===== src/rtl/vm_pkg.sv =====
// rtl/vm_pkg.sv - shared state encoding and event priority constants for the vending block
package vm_pkg;

  localparam logic [1:0] ST_IDLE   = 2'd0;
  localparam logic [1:0] ST_CREDIT = 2'd1;
  localparam logic [1:0] ST_VEND   = 2'd2;
  localparam logic [1:0] ST_REFUND = 2'd3;

  // Winning event of a cycle in IDLE/CREDIT, decoded cancel > select > coin
  localparam logic [1:0] EV_NONE   = 2'd0;
  localparam logic [1:0] EV_CANCEL = 2'd1;
  localparam logic [1:0] EV_SEL    = 2'd2;
  localparam logic [1:0] EV_COIN   = 2'd3;

endpackage


===== src/rtl/vm_stock_cnt.sv =====
// rtl/vm_stock_cnt.sv - per-item stock counter with restock load and saturating decrement
module vm_stock_cnt #(
  parameter int STOCK_W    = 4,
  parameter int STOCK_INIT = 8
) (
  input  logic clk,
  input  logic rst,
  input  logic load,
  input  logic dec,
  output logic empty
);

  logic [STOCK_W-1:0] count;

  // A restock in the same cycle as a sale wins, leaving the counter full
  always_ff @(posedge clk or posedge rst) begin
    if (rst) begin
      count <= STOCK_W'(STOCK_INIT);
    end else if (load) begin
      count <= STOCK_W'(STOCK_INIT);
    end else if (dec && (count != '0)) begin
      count <= count - STOCK_W'(1);
    end
  end

  assign empty = (count == '0);

endmodule


===== src/rtl/vm_multi_item.sv =====
// rtl/vm_multi_item.sv - multi-product vending controller: credit, select, vend and refund FSM
module vm_multi_item
  import vm_pkg::*;
#(
  parameter int                            NUM_ITEMS  = 2,
  parameter int                            CREDIT_W   = 4,
  parameter int                            MAX_CREDIT = 9,
  parameter logic [NUM_ITEMS*CREDIT_W-1:0] PRICES     = {4'd3, 4'd1},
  parameter int                            STOCK_W    = 4,
  parameter int                            STOCK_INIT = 8
) (
  input  logic                 clk,
  input  logic                 rst,
  input  logic                 i_coin,
  input  logic [CREDIT_W-1:0]  i_coin_val,
  input  logic [NUM_ITEMS-1:0] i_sel,
  input  logic                 i_cancel,
  input  logic [NUM_ITEMS-1:0] i_restock,
  output logic [NUM_ITEMS-1:0] o_led,
  output logic [NUM_ITEMS-1:0] o_dispense,
  output logic                 o_change_vld,
  output logic [CREDIT_W-1:0]  o_change,
  output logic                 o_coin_rej,
  output logic [CREDIT_W-1:0]  o_credit,
  output logic [NUM_ITEMS-1:0] o_empty
);

  logic [1:0]           state;
  logic [CREDIT_W-1:0]  credit;
  logic [CREDIT_W-1:0]  refund_amt;
  logic [NUM_ITEMS-1:0] vend_item;
  logic                 coin_rej;

  logic                 active;
  logic [NUM_ITEMS-1:0] afford;
  logic [NUM_ITEMS-1:0] empty;
  logic [NUM_ITEMS-1:0] dec;
  logic                 sel_onehot;
  logic                 sel_ok;
  logic [CREDIT_W-1:0]  sel_price;
  logic [CREDIT_W:0]    coin_sum;
  logic                 coin_ok;
  logic [1:0]           ev;

  assign active = (state == ST_IDLE) || (state == ST_CREDIT);

  always_comb begin
    afford    = '0;
    sel_price = '0;
    for (int k = 0; k < NUM_ITEMS; k++) begin
      afford[k] = (credit >= PRICES[k*CREDIT_W +: CREDIT_W]) && !empty[k];
      if (i_sel[k]) begin
        sel_price = sel_price | PRICES[k*CREDIT_W +: CREDIT_W];
      end
    end
  end

  assign sel_onehot = (i_sel != '0) && ((i_sel & (i_sel - NUM_ITEMS'(1))) == '0);
  assign sel_ok     = active && sel_onehot && ((i_sel & afford) != '0);

  // Extra bit keeps the overflow test exact when credit is near the bus maximum
  assign coin_sum = {1'b0, credit} + {1'b0, i_coin_val};
  assign coin_ok  = (i_coin_val != '0) && (coin_sum <= (CREDIT_W+1)'(MAX_CREDIT));

  always_comb begin
    ev = EV_NONE;
    if (active) begin
      if (i_cancel && (state == ST_CREDIT)) begin
        ev = EV_CANCEL;
      end else if (sel_ok) begin
        ev = EV_SEL;
      end else if (i_coin) begin
        ev = EV_COIN;
      end
    end
  end

  assign dec = (ev == EV_SEL) ? i_sel : '0;

  always_ff @(posedge clk or posedge rst) begin
    if (rst) begin
      state      <= ST_IDLE;
      credit     <= '0;
      refund_amt <= '0;
      vend_item  <= '0;
      coin_rej   <= 1'b0;
    end else begin
      // Any coin not banked this cycle is bounced, including ones in VEND/REFUND
      coin_rej <= i_coin && !((ev == EV_COIN) && coin_ok);
      case (state)
        ST_IDLE, ST_CREDIT: begin
          case (ev)
            EV_CANCEL: begin
              state      <= ST_REFUND;
              refund_amt <= credit;
              credit     <= '0;
            end
            EV_SEL: begin
              state     <= ST_VEND;
              credit    <= credit - sel_price;
              vend_item <= i_sel;
            end
            EV_COIN: begin
              if (coin_ok) begin
                credit <= coin_sum[CREDIT_W-1:0];
                state  <= ST_CREDIT;
              end
            end
            default: ;
          endcase
        end
        ST_VEND: begin
          state <= (credit != '0) ? ST_CREDIT : ST_IDLE;
        end
        ST_REFUND: begin
          state      <= ST_IDLE;
          refund_amt <= '0;
        end
        default: state <= ST_IDLE;
      endcase
    end
  end

  for (genvar k = 0; k < NUM_ITEMS; k++) begin : g_stock
    vm_stock_cnt #(
      .STOCK_W   (STOCK_W),
      .STOCK_INIT(STOCK_INIT)
    ) u_stock (
      .clk  (clk),
      .rst  (rst),
      .load (i_restock[k]),
      .dec  (dec[k]),
      .empty(empty[k])
    );
  end

  assign o_led        = active ? afford : '0;
  assign o_dispense   = (state == ST_VEND) ? vend_item : '0;
  assign o_change_vld = (state == ST_REFUND);
  assign o_change     = o_change_vld ? refund_amt : '0;
  assign o_coin_rej   = coin_rej;
  assign o_credit     = credit;
  assign o_empty      = empty;

endmodule

===== config.mk =====
export PLATFORM = sky130hd
export DESIGN_NAME = vm_multi_item
export DESIGN_NICKNAME = d
export VERILOG_FILES = /design/src/rtl/vm_pkg.sv /design/src/rtl/vm_stock_cnt.sv /design/src/rtl/vm_multi_item.sv
export SDC_FILE = /design/constraint.sdc
export NUM_CORES = 1
export LEC_CHECK = 0
export BUFFER_PORTS_ARGS = -buffer_cell sky130_fd_sc_hd__buf_4
export CAP_MARGIN = 0
export CORE_MARGIN = 2
export CORE_UTILIZATION = 60
export DETAILED_ROUTE_END_ITERATION = 6
export PLACE_DENSITY = 0.85
export SYNTH_ARGS = -nofsm -noshare
export SYNTH_HDL_FRONTEND = slang
export SYNTH_SLANG_ARGS = --single-unit

===== constraint.sdc =====
create_clock -name clk -period 6.36 [get_ports clk]
set_input_delay 1.272 -clock clk [delete_from_list [all_inputs] [get_ports clk]]
set_output_delay 1.272 -clock clk [all_outputs]
set_load 0.02 [all_outputs]

==> metrics list <==
- Leakage: 0.000851 uW
- Dividing the final minimum period by the clock period gives 0.491.
- Total standard cell area after synthesis: 1560 sq um
- Maximum buffer depth of the clock tree: 2
- The run finished with clean final reports.
- Initial Utilization: 0.628
* Routing usage on met1: 0.310
- The min-delay analysis places its worst path in the category reg2reg.
- The Yosys step of the flow raised 0 warnings.
- # Post-CTS Setup Buffers: 0
* Number of distinct library cells after synthesis: 51
* Vias in the first global route: 1,253
* Largest fanout on the critical path: 4
- Residual antenna-violating net count after detailed routing: 0
- Summing over every cut layer, the via total after detailed routing is 1,370.
- Summed over all layers, the global routing overflow is 0.
- Final weighted congestion in routability-driven placement: 0.849
- Clock latency on the worst-skew pair, taken at its later pin, is 0.32 ns.
- Area after DPL: 1740 sq um
- Number of design-rule violations left by the first detailed-router iteration: 33
- In this run the number of H-tree levels came out at 1.
- Clock-pin slew was measured on the worst setup and hold paths at 0.13 ns.
* Sequential element share of the synthesized area: 0.340
* Crit path kind: in2reg
- Highest-count cells in the layout ignoring fill and taps: buf_4, dfrtp_1, inv_1, nor2_1, ha_1
- Required time worst endpoint: 6.58 ns
* Die outline area: 3020 sq um
- Transition time of the tightest slew-check pin: 0.807 ns
- Worst Setup End Kind: flip-flop
* Avg WL per Cell: 16.1 um
* TritonCTS clock tree: yes
- Worst flop-to-flop path endpoint: o_credit[0]
- The worst hold path passes through 2 cells.
* Input/output buffers: 27
* Number of cells on the worst reg-to-reg path: 7
* Half-perimeter wire length after detailed placement: 2760 um
- Ys flop type: dfrtp_1
* Reg-to-reg critical path startpoint: o_credit[0]
* Worst-case clock skew: 0.0148 ns
* Antenna diode count: 0
- The tree is rooted in a clkbuf_4.
* Initial antenna violation count: 0
- The total count of max-transition violations in the final report was 0.
- Of the cells placed in the final design, the portion with a size suffix greater than 1 is 0.220.
* Power per cell area: 417 nW/um^2
- The tool flagged a number of max-cap violations equal to 0.
- The setup check on the worst reg-to-reg path leaves a slack of 3.76 ns.
- The worst hold path begins at vend_item[1].
- Highest attainable clock frequency: 320 MHz
- Number of buffers created by CTS: 3
- The signal on the critical path passes through buf_4 > ha_1 > fa_1 > o22a_1 > o2111ai_1 > o211ai_1 > a31o_1 > a221o_1.
* Unrepaired setup endpoints after global routing: no
- 28 I/O pins were placed.
* Drt via density: 6.20
* Final net count: 217
* Setup Viol. Count Final: 0
- Hold endpoint: vend_item[1]
- The library cell used most frequently in the layout, excluding fill and tap cells, is buf_4.
- Cell row count: 18
- For the worst setup path, the data arrival time is 3.34 ns.
- Counting every net in the synthesized netlist gives 193.
- In this run the vertical extent of the chip is 54.9 um.
* Flip-flop and latch count after synthesis: 21
- The layer flagged by global routing as most heavily used is met2.
- Slowest library cell on the worst path: fa_1
- Synthesized area per cell: 9.26 sq um
- The worst setup path is launched from a primary input.
- Syn Inst Count: 168
* Relative slew margins: 0.462
- Post-Route Setup TNS: 0 ns
* Area growth from synthesis to layout: 13.8%
- In this design, the stage delay of the slowest critical-path cell is 0.49 ns.
- Met3 routing resource usage after global routing: 0.0242
* Post-cts repair resize count: 0
* Final hold violation count: 0
- For this design, the sink count on the clock tree is 21.
- Final routed DRC violation total: 0
- From left edge to right edge, the die measures 54.9 um.
- The first global-routing pass estimated 5550 um of wire.
* Placeable core area: 2480 sq um
- Final routed wirelength across all metal layers: 3560 um
- Number of iterations in the first detailed-routing pass: 4
- Across the VDD grid, the largest voltage drop is 0.296 mV.
- Post-CTS Hold Fix Bufs: 0
- The worst path in the final design needs a cycle of 3.12 ns, including I/O delays and setup.
- Entering global routing, the biggest net connects 22 pins.
- GR Util All Layers: 0.259
- Met2 demand-to-capacity share in global routing: 0.480
* Number of flops mapped to enable cells by yosys: 0
- The finished cells cover 1770 sq um.
- For this run, asynchronously set or reset flops after synthesis account for 1.00.
## cell usage after synthesis (3+ instances only)
cell type  number  area [sq um]
a211oi_1        4          30.0
and3_1          5          31.3
ha_1           11           138
and2_1          3          18.8
a21oi_1         5          25.0
or3_1           6          37.5
nor4_2          3          37.5
o21ai_0         6          30.0
o21ai_1         6          30.0
nor4_1          4          25.0
nor3_1          7          35.0
o211ai_1        3          22.5
dfrtp_1        19           475
nand2_1         6          22.5
nor2_1         13          48.8
inv_1          16          60.1
buf_4           4          30.0
## stage by stage
stage | total power, uW | hold WS, ns | setup WS (ns) | utilization | std cells
2_1_floorplan | 550 | 0.447 | 3.17 | - | 168
3_3_place_gp | 641 | 0.463 | 2.98 | 0.703 | 217
3_5_place_dp | 667 | 0.479 | 2.90 | 0.703 | 217
4_1_cts | 736 | 0.507 | 3.24 | 0.714 | 221
5_1_grt | 793 | 0.548 | 3.13 | 0.714 | 221
6_report | 737 | 0.497 | 3.24 | 0.714 | 221
## worst max-delay path, delay by kind of cell
kind	cells	cell delay, ns
AOI/OAI and AO/OA	5	1.23
adders and majority gates	2	0.73
buffers and inverters	1	0.11
## worst max path at each step
stage,startpoint,endpoint,slack (ns),cells after the start
after global placement,i_coin_val[0],o_credit[1],2.98,8
after floorplan,i_coin_val[0],o_credit[0],3.17,7
after global routing,i_coin_val[0],o_credit[0],3.13,8
after detailed placement,i_coin_val[0],o_credit[0],2.90,8
after CTS,i_coin_val[0],o_credit[0],3.24,8
final,i_coin_val[0],o_credit[0],3.24,8
## layout make-up
cell class                      instances  area, sq um
Multi-Input combinational cell        123          913
Timing Repair Buffer                   27          203
Tap cell                               30         37.5
Fill cell                             204          708
Clock buffer                            3         22.5
Sequential cell                        21          528
Clock inverter                          1         5.00
Inverter                               16         60.1
## report_power, final
group | total (uW) | switching [uW] | internal [uW]
registers | 250 | 72.1 | 178
clock network | 68.1 | 44.5 | 23.5
logic | 419 | 230 | 188
total | 737 | 347 | 390
## registers in the layout (all words and copies together) (netlist names)
name,count
g_stock.u_stock.count,8
refund_amt,4
o_credit,4
vend_item,2
state,2
o_coin_rej,1
## layer usage
metal	share of wire	vias up
li1	-	661
met1	0.41	651
met2	0.52	50
met3	0.048	8
met4	0.021	0
met5	0	-
## kinds of logic after synthesis
group,count (synthesis),share of synthesized area
muxes,3,0.0209
adders and majority gates,13,0.114
buffers and inverters,24,0.0732
AOI/OAI and AO/OA,47,0.218
xor gates and xnor gates,1,0.00563
DFF,21,0.340
and+or+nand+nor,59,0.228
No activity file was read; power rests on OpenSTA's default activity.
